[src/rtl/nco_phase_gen.sv]
`default_nettype none
// ----------------------------------------------------------------------------
// nco_phase_gen: phase accumulator producing z0/x0/y0 for a cos/sin CORDIC.
// Rev 1.0
// ----------------------------------------------------------------------------
module nco_phase_gen #(
   parameter int WIDTH     = 16,
   parameter int ACC_WIDTH = 32,
   parameter int LATENCY   = 17,
   parameter int AMPLITUDE = 19898
) (
   input  logic                 clk,
   input  logic                 reset,
   input  logic                 en,
   input  logic                 clear,
   input  logic [ACC_WIDTH-1:0] fcw,
   input  logic                 fcw_valid,
   output logic                 fcw_ready,
   input  logic [WIDTH-1:0]     phase_off,
   output logic [WIDTH-1:0]     x0,
   output logic [WIDTH-1:0]     y0,
   output logic [WIDTH-1:0]     z0,
   output logic                 phase_valid,
   output logic                 out_valid
);

   localparam logic [WIDTH-1:0] c_amp = WIDTH'(AMPLITUDE);

   localparam logic [1:0] c_ld_empty = 2'd0;
   localparam logic [1:0] c_ld_full  = 2'd1;
   localparam logic [1:0] c_ld_drain = 2'd2;

   logic [1:0]           ld_state_q, ld_state_d;
   logic [ACC_WIDTH-1:0] acc_q, acc_d;
   logic [ACC_WIDTH-1:0] fcw_act_q, fcw_act_d;
   logic [ACC_WIDTH-1:0] pend_q, pend_d;
   logic [WIDTH-1:0]     z0_q, z0_d;
   logic [WIDTH-1:0]     x0_q, x0_d;
   logic [WIDTH-1:0]     y0_q, y0_d;
   logic                 phase_valid_q, phase_valid_d;
   logic [LATENCY-1:0]   vpipe_q, vpipe_d;

   logic [ACC_WIDTH:0]   w_sum;
   logic                 w_carry;
   logic                 w_commit_cond;
   logic                 w_ready;
   logic                 w_accept;
   logic                 w_commit;

   assign w_sum   = {1'b0, acc_q} + {1'b0, fcw_act_q};
   assign w_carry = w_sum[ACC_WIDTH];

   // A pending word may only land where it cannot tear the phase: at a wrap,
   // when the accumulator is idle or stuck at zero step, or on a clear.
   assign w_commit_cond = clear || (en && w_carry) || !en || (fcw_act_q == '0);

   // Load-handshake FSM: state register
   always_ff @(posedge clk) begin
      if (reset) begin
         ld_state_q <= c_ld_empty;
      end else begin
         ld_state_q <= ld_state_d;
      end
   end

   // Load-handshake FSM: next state (DRAIN holds ready low one extra cycle)
   always_comb begin
      ld_state_d = ld_state_q;
      case (ld_state_q)
         c_ld_empty: if (fcw_valid)     ld_state_d = c_ld_full;
         c_ld_full:  if (w_commit_cond) ld_state_d = c_ld_drain;
         c_ld_drain:                    ld_state_d = c_ld_empty;
         default:                       ld_state_d = c_ld_empty;
      endcase
   end

   // Load-handshake FSM: outputs
   always_comb begin
      w_ready  = 1'b0;
      w_accept = 1'b0;
      w_commit = 1'b0;
      case (ld_state_q)
         c_ld_empty: begin
            w_ready  = 1'b1;
            w_accept = fcw_valid;
         end
         c_ld_full: w_commit = w_commit_cond;
         default: ;
      endcase
   end

   always_comb begin
      acc_d = acc_q;
      if (clear) begin
         acc_d = '0;
      end else if (en) begin
         acc_d = w_sum[ACC_WIDTH-1:0];
      end
      fcw_act_d     = w_commit ? pend_q : fcw_act_q;
      pend_d        = w_accept ? fcw : pend_q;
      z0_d          = acc_q[ACC_WIDTH-1 -: WIDTH] + phase_off;
      phase_valid_d = en && !clear;
      x0_d          = c_amp;
      y0_d          = '0;
   end

   generate
      if (LATENCY == 1) begin : g_pipe_single
         always_comb begin
            vpipe_d = clear ? 1'b0 : phase_valid_q;
         end
      end else begin : g_pipe_shift
         always_comb begin
            vpipe_d = clear ? '0 : {vpipe_q[LATENCY-2:0], phase_valid_q};
         end
      end
   endgenerate

   always_ff @(posedge clk) begin
      if (reset) begin
         acc_q         <= '0;
         fcw_act_q     <= '0;
         pend_q        <= '0;
         z0_q          <= '0;
         x0_q          <= c_amp;
         y0_q          <= '0;
         phase_valid_q <= 1'b0;
         vpipe_q       <= '0;
      end else begin
         acc_q         <= acc_d;
         fcw_act_q     <= fcw_act_d;
         pend_q        <= pend_d;
         z0_q          <= z0_d;
         x0_q          <= x0_d;
         y0_q          <= y0_d;
         phase_valid_q <= phase_valid_d;
         vpipe_q       <= vpipe_d;
      end
   end

   assign fcw_ready   = w_ready;
   assign x0          = x0_q;
   assign y0          = y0_q;
   assign z0          = z0_q;
   assign phase_valid = phase_valid_q;
   assign out_valid   = vpipe_q[LATENCY-1];

endmodule
`default_nettype wire
[config.mk]
export PLATFORM = sky130hd
export DESIGN_NAME = nco_phase_gen
export DESIGN_NICKNAME = d
export VERILOG_FILES = /design/src/rtl/nco_phase_gen.sv
export SDC_FILE = /design/constraint.sdc
export NUM_CORES = 1
export LEC_CHECK = 0
export CAP_MARGIN = 20
export CELL_PAD_IN_SITES_DETAIL_PLACEMENT = 2
export CELL_PAD_IN_SITES_GLOBAL_PLACEMENT = 2
export CORE_MARGIN = 5
export CORE_UTILIZATION = 33
export CTS_CLUSTER_DIAMETER = 80
export DETAILED_ROUTE_END_ITERATION = 16
export PLACE_DENSITY_LB_ADDON = 0.2
export SYNTH_ARGS = -nofsm -noshare
export SYNTH_HDL_FRONTEND = slang
export SYNTH_SLANG_ARGS = --single-unit
export TNS_END_PERCENT = 100
[constraint.sdc]
create_clock -name clk -period 3.31 [get_ports clk]
set_input_delay 0.331 -clock clk [delete_from_list [all_inputs] [get_ports clk]]
set_output_delay 0.331 -clock clk [all_outputs]
set_load 0.1 [all_outputs]
* After elaboration in Yosys (flattened, before gate mapping)
Index checks and enable logic that the tools add are counted.
W data, S select, Z words.
** Cells by class
- Add/subtract/negate cells :: 2
- Multiply operators :: 0
- Div/mod/pow operators :: 0
- Order comparisons :: 0
- Equality and inequality tests :: 3
- Shift-type cells :: 0
- Mux-type cells :: 6
- Bitwise gates (word level) :: 0
- Reductions and logical operators :: 11
** Operator list (number)
- $add A32 B32 Y33 :: 1
- $logic_not A32 Y1 :: 1
- $add A16 B16 Y16 :: 1
- $mux W2 :: 2
- $ne A2 B2 Y1 const B :: 2
- $pmux W2 S2 :: 1
- $logic_or A1 B1 Y1 :: 3
- $mux W1 :: 3
- $eq A2 B1 Y1 const B :: 1
- $logic_and A1 B1 Y1 :: 2
- $logic_not A1 Y1 :: 2
- $logic_not A2 Y1 :: 1
- $reduce_and A2 Y1 :: 1
- $reduce_or A2 Y1 :: 1
** Word-level totals
- Flip-flop bits (word level) :: 132
- Latch bits :: 0
- RAM bits :: 0
- Bits in read-only memories :: 0
- Word-level logic and storage cells :: 29
- Memories kept :: 0

* Longest topological paths before layout
Gate-level depths: netlist of the first run.
- Depth in word-level cells :: 7
- Mapped depth :: 10
- Mapped depth without buffers :: 10

* Least setup slack after synthesis of the first run
Ideal clock, no wire load.
- Path kind :: flip-flop to flip-flop
- Start :: register acc_q[0]
- End :: register fcw_act_q[10]
- Library setup time :: 0.128 ns
- Arrival :: 2.528 ns
- Required time :: 3.182 ns
- Slack :: 0.655 ns
- Cell stages (with the launch flop) :: 11
- Buffers on the path :: 1
- Clock period less this slack :: 2.655 ns
- Cell sequence :: dfxtp_1 ha_1 fa_1 a211oi_2 o21bai_1 o2111ai_1 a311oi_2 o31ai_4 buf_8 mux2i_1 nor2_1
** On the way
- Word-level cells in the longest chain between the ends :: 6
** Ends and longest elaborated chain
- start, declared :: RTL line 34 : logic [ACC_WIDTH-1:0] acc_q, acc_d;
- start signal, assigned :: RTL line 121 : acc_q <= '0;
- start signal, assigned :: RTL line 130 : acc_q <= acc_d;
- $add A32 B32 Y33 :: RTL line 50 : assign w_sum = {1'b0, acc_q} + {1'b0, fcw_act_q};
- $logic_and A1 B1 Y1 :: RTL line 55 : assign w_commit_cond = clear || (en && w_carry) || !en || (fcw_act_q == '0);
- $logic_or A1 B1 Y1 (3 in series) :: RTL line 55
- $mux W1 :: RTL line 82 : case (ld_state_q)
- end signal, assigned :: RTL line 131 : fcw_act_q <= fcw_act_d;
- end, declared :: RTL line 35 : logic [ACC_WIDTH-1:0] fcw_act_q, fcw_act_d;
Every way passes these cells.
A chain may end at the register's enable or synchronous reset.

* Final worst setup path of the first run
- Start :: register acc_q[0]
- End :: register fcw_act_q[6]
The elaborated chain is that of the path after synthesis.

==> results of run 1 <==
-- cells by family (layout without fill, tap and decap cells) --
group           count (synthesis)  in the layout
flops                         132            132
mux                            46             46
buf+inv                        87            129
simple gates                  292            292
xor+xnor                       29             29
other cells                     2             32
fa+ha+maj                      49             49
compound gates                205            205
-- routing by layer --
layer	routed length, um	part of all wire [%]
met3	759	3.4
met5	0	0
met4	446	2.0
met1	10500	48
met2	10300	47
-- power by group through the flow --
stage               clock network (W)  logic [W]  registers (W)
floorplan                           0   0.000425        0.00179
global placement                    0   0.000618        0.00171
detailed placement                  0   0.000635        0.00171
CTS                           0.00195   0.000639        0.00168
global route                  0.00202   0.000676        0.00168
finish                        0.00190   0.000633        0.00168
-- cells in the mapped netlist (5+ instances only) --
cell / n
nand2_1: 104
xnor2_1: 11
dfxtp_1: 132
nor4_1: 9
o21a_1: 7
nand2b_1: 6
and2_1: 21
nand3_1: 13
buf_4: 32
xor2_1: 18
nand4_1: 11
clkbuf_1: 23
nor2_1: 91
a21oi_1: 75
o21bai_1: 10
a21o_1: 10
a31oi_1: 5
inv_1: 19
o21ai_0: 35
buf_1: 5
ha_1: 47
nor2b_1: 6
o211ai_1: 8
nor3_1: 16
mux2i_1: 44
a211oi_1: 13
-- metrics by stage --
stage,util [%],setup WS (ns),power (W)
4_1_cts,40.2,0.207,0.00427
3_3_place_gp,37.5,0.319,0.00233
3_5_place_dp,37.5,0.157,0.00235
2_1_floorplan,-,0.655,0.00221
5_1_grt,40.2,0.0123,0.00438
6_report,40.2,0.222,0.00421
-- state kept, by name (all words and copies together) (netlist names) --
name	cells
vpipe_q	17
pend_q	32
fcw_act_q	32
phase_valid	1
acc_q	32
z0	16
ld_state_q	2
-- worst paths after layout --
path | slack (ns) | from | endpoint
max | 0.22 | acc_q[0] | fcw_act_q[6]
min | 0.43 | vpipe_q[10] | vpipe_q[11]
max reg2reg | 0.22 | acc_q[0] | fcw_act_q[6]
min reg2reg | 0.43 | vpipe_q[10] | vpipe_q[11]
-- area by class of cell --
type	count	share of cell area (%)
Multi-Input combinational cell	653	48.1
Sequential cell	132	31.0
Timing Repair Buffer	78	9.05
Clock buffer	21	5.41
Tap cell	275	4.04
Clock inverter	10	1.47
Inverter	20	0.882
==> run summary, run 1 <==
Status: finished, final reports clean
Sequential share of power: 39.8%
Switching Fraction: 29.5%
Clock sink count: 132
Final number of hold-violating endpoints: 0
Total negative slack for setup checks: 0 ns
Clk_lat worst skew: 0.42 ns
Resized cells post-CTS: 0
Post-layout minimum cycle time: 3.09 ns
Port Buf Inserts: 71
Multiplexer area fraction after synthesis: 6.51%
Global routing met3 resource utilization: 3.32%
Final hold slack: 0.426 ns
Gate count after technology mapping: 842
Mean post-synth cell area: 8.45 um^2
Total setup buffers inserted after CTS: 0
Dpl cell area: 7930 um^2
Post-synthesis sequential element count: 132
Deepest clock path buffer count: 2
Standby leakage power: 3.66 nW
Worst setup path class: flip-flop to flip-flop
Area contributors post-synth: dfxtp_1 (37%), ha_1 (8.3%), mux2i_1 (6.2%)
Final setup viols: 0
Hold/Removal Path Class: flip-flop to flip-flop
Initial Utilization: 33.6%
Combined global-route utilization of all metal layers: 18.3%
Worst max-slew margin expressed relative to the limit: 29.7%
Met2 usage in global routing: 30.2%
Net Switching: 0.00124 W
Count of nets after finishing: 1004
DRC violation count after routing: 0
WL per Instance: 18.5 um
Final-layout fill cell count: 2379
Worst setup skew after layout: 0.00917 ns
Required time worst endpoint: 3.58 ns
Largest fanout on the critical path: 33
Core Rows: 53
Compound-gate portion of the synthesized area: 18.5%
Slowest stage cell on the critical path: fa_1
Violation count after the first detailed-routing iteration: 344
Async set-reset flop share out of synthesis: 0%
Worst hold stages: 1
Total inserted antenna cells: 0
Number of vias per cell after detailed routing: 5.21
Area of the mapped netlist: 7110 um^2
Number of placed instances, taps included: 1158
Sequential-to-total area share from yosys stat: 37.2%
Final clock period utilization by the worst path: 93.3%
DIE AREA: 24600 um^2
H-tree levels: 4
Sequential standard cell area: 2640 um^2
Synth-to-layout area growth: 19.7%
Final estimated routing congestion in global placement: 0.852
Maximum VDD drop: 0.000380 V
Series of cell instances along the critical path: ha_1, fa_1, a211oi_2, o21bai_1, o2111ai_1, a311oi_2, o31ai_4, buf_12, mux2i_1, nor2_1
IO Pins: 104
Number of gates on the worst path with buffers counted: 10
Multi-input logic area: 4100 um^2
Wirelength, routed: 22000 um
Most crowded layer after global routing: met2
Overall via count from detail_route: 6195
Vias in the first global route: 6807
Count of flip-flops with a built-in enable after synthesis: 0
Number of antenna violations at the first check in global routing: 0
Non-filler instance count after layout: 1189
Met1 Resource Use GR: 24.1%
Wire length of the first global-routing pass: 36200 um
Post-detail-place hpwl: 16700 um
P per Cell Area: 495 nW/um^2
Warnings from Yosys: 0
Worst Path Buf+Inv: 1
Highest clock frequency the design can meet: 324 MHz
Element type at the critical path start: flip-flop
Grt total ovfl: 0
Number of buffers created by CTS: 17
Commonest cells after routing, fill and taps aside: dfxtp_1 (132), nand2_1 (104), nor2_1 (91), a21oi_1 (75), clkdlybuf4s50_1 (70)
Worst path top cell family by delay: compound AO/OA/AOI/OAI gates
Number of max-capacitance violations reported: 0
Die span in y: 157 um
Clock tree from TritonCTS: done
Internal power component: 0.00297 W
Largest stage delay, worst path: 0.45 ns
Clk pwr share: 45.1%
R2r worst-path depth: 10
Main combinational cell family by area after synthesis: simple AND/OR/NAND/NOR gates
First drt pass iteration count: 4
Final non-filler cell area: 8510 um^2
Number of pins with negative max-slew slack in the final report: 0
Floorplan die width: 157 um
Post-synthesis share of cell area spent on xor and xnor gates: 3.57%
Number of nets with antenna violations after detailed routing: 0
Setup repair after global routing missed its margin: no
Cell taking the most area after synthesis: dfxtp_1
Library cell used as clock root buffer: clkbuf_16
Adder-cell share of the synthesized area: 8.83%
Register clock-pin slew on the reported worst setup and hold paths: 0.06 ns
Area of the core: 21200 um^2
Capturing element type of the critical path: flip-flop
Share of the synthesized area in the top cell type: 37.2%
Distinct cell type count after synthesis: 60
Power share of the combinational group: 15.0%
Slew at the pin with the worst max-slew slack: 1.05 ns
Main flop type after synthesis: dfxtp_1
Count of hold-fix buffers inserted at cts: 0
Maximum number of pins on one net before global-route repair: 88
Arrival time at the worst endpoint: 3.36 ns
Proportion of layout cells with a drive suffix above 1: 5.58%
Most frequent standard cell in the layout excluding fill and tap cells: dfxtp_1
Area share of and/or/nand/nor cells after synthesis: 18.5%
(Power assumes the default switching activity.)
==> inputs of run 2 (changes only) <==
GPL_ROUTABILITY_DRIVEN = 0   (was unset)
==> run 2 against run 1 <==
Net effect:
- register-to-register slack better by 0.05 ns
- global-route usage up 0.17 points
- largest power group unchanged
- non-clock buffer count up 2
- worst hold slack improved by 0.0042 ns
- critical path depth unchanged
- sequential share of layout area is 0.23 points lower
==> run summary, run 2 (synthesized netlist as in run 1, its figures left out) <==
Clk_lat worst skew: 0.43 ns
Required time worst endpoint: 3.58 ns
Most frequent standard cell in the layout excluding fill and tap cells: dfxtp_1
Clk pwr share: 45.6%
Die span in y: 157 um
Post-detail-place hpwl: 16700 um
Post-layout minimum cycle time: 3.04 ns
Combined global-route utilization of all metal layers: 18.5%
Number of pins with negative max-slew slack in the final report: 0
Count of nets after finishing: 1006
P per Cell Area: 499 nW/um^2
Beginning of the worst register-to-register path: fcw_act_q[0]
Worst setup path class: flip-flop to flip-flop
Hold/Removal Path Class: flip-flop to flip-flop
Power consumption: 0.00428 W
Total setup buffers inserted after CTS: 0
Core Rows: 53
Clock tree from TritonCTS: done
First drt pass iteration count: 4
Vias in the first global route: 6952
Wire length of the first global-routing pass: 36400 um
Standby leakage power: 3.71 nW
Violation count after the first detailed-routing iteration: 303
Highest clock frequency the design can meet: 329 MHz
Worst setup skew after layout: 0.00879 ns
Final clock period utilization by the worst path: 91.8%
Switching Fraction: 30.7%
Worst Path Buf+Inv: 1
Number of max-capacitance violations reported: 0
Maximum VDD drop: 0.000291 V
H-tree levels: 4
Port Buf Inserts: 71
Arrival time at the worst endpoint: 3.31 ns
WL per Instance: 18.8 um
Number of vias per cell after detailed routing: 5.21
Slowest stage cell on the critical path: fa_1
Internal power component: 0.00297 W
Setup repair after global routing missed its margin: no
Dpl cell area: 7930 um^2
Floorplan die width: 157 um
Largest stage delay, worst path: 0.47 ns
Total negative slack for setup checks: 0 ns
Net Switching: 0.00132 W
DRC violation count after routing: 0
Count of hold-fix buffers inserted at cts: 0
Power share of the combinational group: 15.2%
Clock sink count: 132
Crit. Startpoint: fcw_act_q[0]
Wirelength, routed: 22400 um
Number of antenna violations at the first check in global routing: 0
Resized cells post-CTS: 0
Final core occ: 40.6%
Largest fanout on the critical path: 33
Overall via count from detail_route: 6209
Series of cell instances along the critical path: ha_1, fa_1, a211oi_2, o21bai_1, o2111ai_1, a311oi_2, o31ai_4, buf_12, mux2i_1, nor2_1
Area of the core: 21200 um^2
Biggest registers after layout: acc_q (32), fcw_act_q (32), pend_q (32)
Worst path top cell family by delay: compound AO/OA/AOI/OAI gates
Slew at the pin with the worst max-slew slack: 0.994 ns
IO Pins: 104
Hold path startpoint: vpipe_q[12]
Commonest cells after routing, fill and taps aside: dfxtp_1 (132), nand2_1 (104), nor2_1 (91), a21oi_1 (75), clkdlybuf4s50_1 (70)
Grt total ovfl: 0
Proportion of layout cells with a drive suffix above 1: 6.11%
Initial Utilization: 33.6%
DIE AREA: 24600 um^2
Final setup viols: 0
Library cell used as clock root buffer: clkbuf_16
Maximum number of pins on one net before global-route repair: 88
Total inserted antenna cells: 0
Number of buffers created by CTS: 17
Worst max-slew margin expressed relative to the limit: 33.5%
Register clock-pin slew on the reported worst setup and hold paths: 0.06 ns
Synth-to-layout area growth: 20.6%
Capturing element type of the critical path: flip-flop
Status: finished, final reports clean
Element type at the critical path start: flip-flop
Final number of hold-violating endpoints: 0
Sequential share of power: 39.2%
Final non-filler cell area: 8580 um^2
Number of nets with antenna violations after detailed routing: 0
Deepest clock path buffer count: 2
-- run 2: changes by cell type in the layout (fill, tap and decap cells not counted) --
cell,previous run,this run
buf_16,0,2
clkbuf_1,2,0
clkbuf_8,2,0
clkinv_2,0,3
clkinv_4,2,0
clkinvlp_4,4,1
inv_6,2,6
inv_8,0,3
-- run 2: final timing paths --
check | slack [ns] | cells past startpoint | to
worst max-delay path | 0.27 | 10 | fcw_act_q[12]
worst min-delay path | 0.43 | 1 | vpipe_q[13]
worst max register to register | 0.27 | 10 | fcw_act_q[12]
worst min register to register | 0.43 | 1 | vpipe_q[13]
-- run 2: power groups by stage --
stage               clock [W]  sequential (W)  combinational [W]
floorplan                   0         0.00179           0.000425
global placement            0         0.00171           0.000618
detailed placement          0         0.00172           0.000634
CTS                   0.00200         0.00168           0.000638
global route          0.00208         0.00168           0.000691
finish                0.00195         0.00168           0.000649
-- run 2: layout make-up --
| cell class | instances | area [um^2] |
|---|---|---|
| multi-input combinational | 653 | 4100 |
| clock buffer | 17 | 425 |
| sequential | 132 | 2640 |
| clock inverter | 15 | 169 |
| tap | 275 | 344 |
| inverter | 20 | 75.1 |
| timing repair buffer | 80 | 826 |
| fill | 2367 | 12600 |
-- run 2: through the flow --
stage | hold slack [ns] | std cells | worst slack, ns
floorplan | 0.406 | 872 | 0.655
CTS | 0.434 | 1190 | 0.242
finish | 0.430 | 1192 | 0.273
detailed placement | 0.418 | 1158 | 0.154
global placement | 0.407 | 1158 | 0.309
global route | 0.447 | 1192 | 0.104
-- run 2: metal layers --
layer  global-route usage, %  wire [um]  part of all wire (%)
met4                    4.71        295                   1.3
met5                       0          0                     0
met3                    3.76        645                   2.9
met1                    24.4      10700                    48
met2                    31.0      10700                    48
==> inputs of run 3 (changes only) <==
ABC_CLOCK_PERIOD_IN_PS = 3310   (was unset)
==> results of run 3 <==
Same layout as run 2: the final DEF is identical, and so are final timing and power.
